<file path="config.mk">
export PLATFORM = sky130hd
export DESIGN_NAME = wb_arbiter_rr
export DESIGN_NICKNAME = d
export VERILOG_FILES = /design/src/rtl/wb_arbiter_pkg.sv /design/src/rtl/rr_priority_select.sv /design/src/rtl/wb_arbiter_rr.sv
export SDC_FILE = /design/constraint.sdc
export NUM_CORES = 1
export LEC_CHECK = 0
export CAP_MARGIN = 20
export CORE_AREA = 8 8 45 47
export DETAILED_ROUTE_END_ITERATION = 12
export DIE_AREA = 0 0 53 55
export PLACE_DENSITY_LB_ADDON = 0.08
export SLEW_MARGIN = 5
export SYNTH_ARGS = -nofsm -noshare
export SYNTH_HDL_FRONTEND = slang
export SYNTH_HIERARCHICAL = 1
export SYNTH_SLANG_ARGS = --single-unit
</file>
<file path="constraint.sdc">
create_clock -name clk -period 2.1 [get_ports clk]
set_clock_uncertainty 0.2 [all_clocks]
set_input_delay 0.21 -clock clk [delete_from_list [all_inputs] [get_ports clk]]
set_output_delay 0.21 -clock clk [all_outputs]
set_load 0.01 [all_outputs]
</file>
<file path="src/rtl/wb_arbiter_pkg.sv">
// Shared types and constants for the round-robin Wishbone arbiter.
// The watchdog (macro WB_ARB_TIMEOUT_EN) uses WDOG_W-bit counting.
package wb_arbiter_pkg;

  typedef enum logic [1:0] {
    IDLE  = 2'd0,
    GRANT = 2'd1,
    FLUSH = 2'd2
  } arb_state_e;

  localparam int WDOG_W = 16;

endpackage

</file>
<file path="src/rtl/rr_priority_select.sv">
// Combinational rotate-priority selector: first set req bit at or after
// rr_ptr, wrapping modulo N_REQ.
module rr_priority_select #(
  parameter int N_REQ = 4
) (
  input  logic [N_REQ-1:0]         req,
  input  logic [$clog2(N_REQ)-1:0] rr_ptr,
  output logic [$clog2(N_REQ)-1:0] winner,
  output logic                     valid
);

  localparam int IDW = $clog2(N_REQ);

  logic [2*N_REQ-1:0] dbl_s;
  logic [N_REQ-1:0]   rot_s;
  logic [IDW:0]       sum_s;

  // Rotate requests so bit 0 is the master at rr_ptr, then take the first set bit.
  always_comb begin
    dbl_s  = {req, req} >> rr_ptr;
    rot_s  = dbl_s[N_REQ-1:0];
    valid  = 1'b0;
    sum_s  = '0;
    winner = '0;
    for (int k = 0; k < N_REQ; k++) begin
      if (!valid && rot_s[k]) begin
        valid = 1'b1;
        sum_s = {1'b0, rr_ptr} + (IDW+1)'(k);
      end else begin
        valid = valid;
      end
    end
    if (sum_s >= (IDW+1)'(N_REQ)) begin
      winner = IDW'(sum_s - (IDW+1)'(N_REQ));
    end else begin
      winner = IDW'(sum_s);
    end
  end

endmodule

</file>
<file path="src/rtl/wb_arbiter_rr.sv">
// Round-robin Wishbone bus arbiter with registered one-hot grant and no preemption.
// Optional grant watchdog enabled by macro WB_ARB_TIMEOUT_EN.
module wb_arbiter_rr
  import wb_arbiter_pkg::*;
#(
  parameter int N_REQ          = 4,
  parameter int TIMEOUT_CYCLES = 256
) (
  input  logic                     clk,
  input  logic                     rst,
  input  logic [N_REQ-1:0]         req,
  input  logic                     s_ack,
  input  logic                     s_err,
  output logic [N_REQ-1:0]         gnt,
  output logic [$clog2(N_REQ)-1:0] gnt_id,
  output logic                     gnt_valid,
  output logic                     tout_err
);

  localparam int IDW = $clog2(N_REQ);

  arb_state_e       state_r, state_nxt_s;
  logic [IDW-1:0]   rr_ptr_r, rr_ptr_nxt_s;
  logic [IDW-1:0]   win_idx_s, gnt_id_nxt_s, id_inc_s;
  logic             win_valid_s;
  logic [N_REQ-1:0] gnt_nxt_s;
  logic             gnt_valid_nxt_s;
  logic             held_s;

  rr_priority_select #(
    .N_REQ (N_REQ)
  ) u_sel (
    .req    (req),
    .rr_ptr (rr_ptr_r),
    .winner (win_idx_s),
    .valid  (win_valid_s)
  );

  assign held_s   = req[gnt_id];
  assign id_inc_s = (gnt_id == IDW'(N_REQ-1)) ? '0 : gnt_id + IDW'(1);

`ifdef WB_ARB_TIMEOUT_EN
  logic [WDOG_W-1:0] wd_cnt_r, wd_cnt_nxt_s;
  logic              tout_nxt_s;

  // Watchdog age of the current grant; the pulse fires when the age reaches TIMEOUT_CYCLES-1.
  always_comb begin
    wd_cnt_nxt_s = '0;
    tout_nxt_s   = 1'b0;
    if (state_r == GRANT && state_nxt_s == GRANT) begin
      if (s_ack || s_err) begin
        wd_cnt_nxt_s = '0;
      end else begin
        wd_cnt_nxt_s = wd_cnt_r + WDOG_W'(1);
      end
      tout_nxt_s = (wd_cnt_nxt_s == WDOG_W'(TIMEOUT_CYCLES-1));
    end else begin
      wd_cnt_nxt_s = '0;
    end
  end

  // Watchdog registers.
  always_ff @(posedge clk) begin
    if (rst) begin
      wd_cnt_r <= '0;
      tout_err <= 1'b0;
    end else begin
      wd_cnt_r <= wd_cnt_nxt_s;
      tout_err <= tout_nxt_s;
    end
  end
`else
  logic unused_s;
  assign unused_s = s_ack ^ s_err ^ (TIMEOUT_CYCLES == 0);
  assign tout_err = 1'b0;
`endif

  // State and registered outputs.
  always_ff @(posedge clk) begin
    if (rst) begin
      state_r   <= IDLE;
      gnt       <= '0;
      gnt_id    <= '0;
      gnt_valid <= 1'b0;
      rr_ptr_r  <= '0;
    end else begin
      state_r   <= state_nxt_s;
      gnt       <= gnt_nxt_s;
      gnt_id    <= gnt_id_nxt_s;
      gnt_valid <= gnt_valid_nxt_s;
      rr_ptr_r  <= rr_ptr_nxt_s;
    end
  end

  // Next-state logic; a grant is only ever left by its owner dropping req.
  always_comb begin
    state_nxt_s = state_r;
    case (state_r)
      IDLE: begin
        if (win_valid_s) begin
          state_nxt_s = GRANT;
        end else begin
          state_nxt_s = IDLE;
        end
      end
      GRANT: begin
        if (!held_s) begin
          state_nxt_s = IDLE;
`ifdef WB_ARB_TIMEOUT_EN
        end else if (tout_err) begin
          state_nxt_s = FLUSH;
`endif
        end else begin
          state_nxt_s = GRANT;
        end
      end
      FLUSH: begin
`ifdef WB_ARB_TIMEOUT_EN
        if (!held_s) begin
          state_nxt_s = IDLE;
        end else begin
          state_nxt_s = FLUSH;
        end
`else
        state_nxt_s = IDLE;
`endif
      end
      default: state_nxt_s = IDLE;
    endcase
  end

  // Next values of the grant outputs and the round-robin pointer.
  always_comb begin
    gnt_nxt_s       = gnt;
    gnt_id_nxt_s    = gnt_id;
    gnt_valid_nxt_s = gnt_valid;
    rr_ptr_nxt_s    = rr_ptr_r;
    case (state_r)
      IDLE: begin
        if (win_valid_s) begin
          gnt_nxt_s       = N_REQ'(1) << win_idx_s;
          gnt_id_nxt_s    = win_idx_s;
          gnt_valid_nxt_s = 1'b1;
        end else begin
          gnt_nxt_s       = '0;
          gnt_id_nxt_s    = '0;
          gnt_valid_nxt_s = 1'b0;
        end
      end
      GRANT, FLUSH: begin
        if (!held_s) begin
          gnt_nxt_s       = '0;
          gnt_id_nxt_s    = '0;
          gnt_valid_nxt_s = 1'b0;
          rr_ptr_nxt_s    = id_inc_s;
        end else begin
          gnt_nxt_s       = gnt;
          gnt_id_nxt_s    = gnt_id;
          gnt_valid_nxt_s = gnt_valid;
        end
      end
      default: begin
        gnt_nxt_s       = '0;
        gnt_id_nxt_s    = '0;
        gnt_valid_nxt_s = 1'b0;
      end
    endcase
  end

endmodule

</file>
==> results.sh <==
export IMPL_outcome="complete, no violations"
export IMPL_fmax_mhz=567.6
export IMPL_maxCapViolations=0
export IMPL_post_cts_setup_buffers=0
export IMPL_path_class="input port to register"
export IMPL_die_h_um=55
export IMPL_start_util_pct=40.87
export IMPL_cts_hold_fix_buffers=0
export IMPL_die_w_um=53
export IMPL_period_share_pct=83.90
export IMPL_pre_cts_ws_ns=0.08136
export IMPL_worstSetupPathDepth=5
export IMPL_synth_async_sr_flop_share_pct=0
export IMPL_cts_clk_slew_worst_paths_ns=0.06
export IMPL_drc=0
export IMPL_grt_pass1_wl_mm=2.304
export IMPL_crit_chain="clkdlybuf4s50_1 > or4_1 > or3b_1 > or2_1 > o32ai_1"
export IMPL_h_tree_depth=1
export IMPL_grt_total_usage_pct=10.69
export IMPL_ys_flop_type="dfxtp_1"
export IMPL_fillCellCount=144
export IMPL_crit_family="simple AND/OR/NAND/NOR gates"
export IMPL_slowest_stage="or4_1"
export IMPL_ys_seq_elements=10
export IMPL_cts_max_path_buffers=2
export IMPL_wl_per_cell_um=13.39
export IMPL_worstSetupStartpoint="req[2]"
export IMPL_grt_overflow=0
export IMPL_wl_mm=1.312
export IMPL_post_dp_hpwl_um=982.7
export IMPL_max_vdd_ir_drop_uv=285.0
export IMPL_finalWorstSetupSlack_ns=0.3382
export IMPL_power_leakage_nw=0.3004
export IMPL_cp_required_ns=2.05
export IMPL_clock_root_buffer="clkbuf_4"
export IMPL_finalSetupTns_ns=0
export IMPL_synth_top_area_share_pct=35.40
export IMPL_ios=16
export IMPL_first_pass_iters=2
export IMPL_ff2ff_setup_slack_ns=0.44
export IMPL_start_kind="input port"
export IMPL_core_um2=1384
export IMPL_setup_viol=0
export IMPL_rsz0062_at_grt="no"
export IMPL_cp_max_fo=5
export IMPL_area_growth_pct=34.73
export IMPL_p_per_area_nw_per_um2=614.9
export IMPL_grt_pass1_vias=505
export IMPL_vias=507
export IMPL_synthesis_nets=72
export IMPL_clk_latency_ns=0.27
export IMPL_hold_viol=0
export IMPL_drive_gt1_share_pct=15.85
export IMPL_grt_max_degree=13
export IMPL_yosys_warnings=6
export IMPL_ys_top_cells_by_area="dfxtp_1 (35%), nand2b_1 (6.6%), mux2i_1 (5.3%)"
export IMPL_io_buffers=12
export IMPL_rr_endpoint="rr_ptr_r[0]"
export IMPL_syn_area_per_cell_um2=8.977
export IMPL_dieArea_um2=2915
export IMPL_clock_sinks=10
export IMPL_endpoint="gnt[2]"
export IMPL_synthCells=63
export IMPL_cts_resized=0
export IMPL_critPathMaxStageDelay_ns=0.53
export IMPL_stdcell_area_um2=762.0
export IMPL_num_nets_final=93
export IMPL_drt_initial_drc_count=3
export IMPL_placement_rows=14
export IMPL_tritoncts="done"
export IMPL_crit_path_end_kind="register"
export IMPL_via_per_inst=5.173
export IMPL_postPlaceCellArea_um2=739.5
export IMPL_hp_class="register to register"
export IMPL_reg2reg_from="gnt_id[1]"
export IMPL_synth_top_cell_by_area="dfxtp_1"
export IMPL_antenna_found_initial=0
export IMPL_cts_made_buffers=3
export IMPL_drtAntennaViolNets=0
export IMPL_post_route_min_period_ns=1.762
export IMPL_gp_congestion=0.7294
export IMPL_yosysUniqueCellTypes=29
export IMPL_maxSlewViolCount=0
export IMPL_syn_area_um2=565.5
export IMPL_worstRegToRegCells=3
export IMPL_cp_num_buf_inv=1
export IMPL_crit_arrival_ns=1.71
export IMPL_n_antenna_cell=0
export IMPL_seq_area_frac_synth_pct=35.40
export IMPL_synth_edf_count=0
==> placed cells by master, fill, tap and decap left out <==
master,instances
or3b_1,1
nor2_1,4
o32ai_1,2
a22oi_1,1
buf_4,6
a311oi_1,1
conb_1,1
or4_1,1
nand2_1,3
mux2_4,2
dfxtp_1,10
mux2_2,1
and2_1,1
o31ai_1,2
ha_1,1
nand2b_1,6
o22a_4,1
clkbuf_4,3
or2_1,1
a21oi_1,3
a32oi_1,1
o2bb2a_1,1
nor3b_1,1
inv_1,7
o21ai_0,1
mux2i_1,3
clkdlybuf4s50_1,12
nor2b_1,2
nor3_1,1
o2bb2ai_1,2
==> state kept, by name, indices dropped and copies added, names as in the netlist <==
signal     flops
state_r        1
gnt            4
rr_ptr_r       2
gnt_valid      1
gnt_id         2
==> layer usage <==
metal  routed length [um]  global-route usage, %
met5                    0                      0
met4                   32                  6.466
met3                   89                  4.278
met1                  636                  12.73
met2                  553                  15.82
==> final cells by class <==
cell class              count  area (um^2)  share of cell area, %
multi-input cells          44        327.8                  43.02
flip-flops and latches     10        200.2                  26.27
repair buffers             18        165.2                  21.67
inverters                   7        26.28                  3.448
clock buffers               3        22.52                  2.956
well taps                  16        20.02                  2.627
==> synthesized netlist by cell type (all sizes together), types with 2 or more instances <==
cell type and instances:
dfxtp 10, o31ai 2, nor2b 2, nand2 3, inv 7, mux2i 3
nand2b 6, mux2 3, a21oi 3, o2bb2ai 2, nor2 4, o32ai 2
==> worst min-delay path, stage by stage, from the launching register on <==
cell	delay, ns
dfxtp_1	0.31
nand2_1	0.05
o31ai_1	0.06
==> through the flow <==
stage          instances  hold slack (ns)  power, mW  util, %
6_report              98           0.2653     0.4685    55.06
5_1_grt               98           0.3017     0.4952    55.06
4_1_cts               98           0.2687     0.4726    55.06
3_5_place_dp          95           0.2518     0.3397    53.44
3_3_place_gp          95           0.2511     0.3383    53.44
2_1_floorplan         63           0.1972     0.2857        -
==> cell families (layout without fill, tap and decap cells) <==
logic type | after synthesis | in the layout | share of synthesized area (%)
other cells | 1 | 1 | 0.6631
simple gates | 21 | 21 | 20.80
flops | 10 | 10 | 35.40
mux | 6 | 6 | 12.61
buf+inv | 9 | 28 | 6.638
compound gates | 15 | 15 | 21.68
fa+ha+maj | 1 | 1 | 2.212
==> worst min path at each step <==
stage	startpoint	to	slack (ns)	depth (start not counted)
2_1_floorplan	rst	gnt[0]	0.20	2
3_3_place_gp	gnt_valid	gnt_valid	0.25	2
3_5_place_dp	gnt_valid	gnt_valid	0.25	2
4_1_cts	gnt_valid	gnt_valid	0.27	2
5_1_grt	gnt_valid	gnt_valid	0.30	2
6_report	gnt_valid	gnt_valid	0.27	2
==> power breakdown <==
part / switching [mW] / total (mW) / internal (mW)
Clock: 0.0676 / 0.134 / 0.0663
Combinational: 0.0499 / 0.116 / 0.0666
Sequential: 0.0142 / 0.218 / 0.204
Total: 0.132 / 0.469 / 0.337
(Power assumes the default switching activity.)
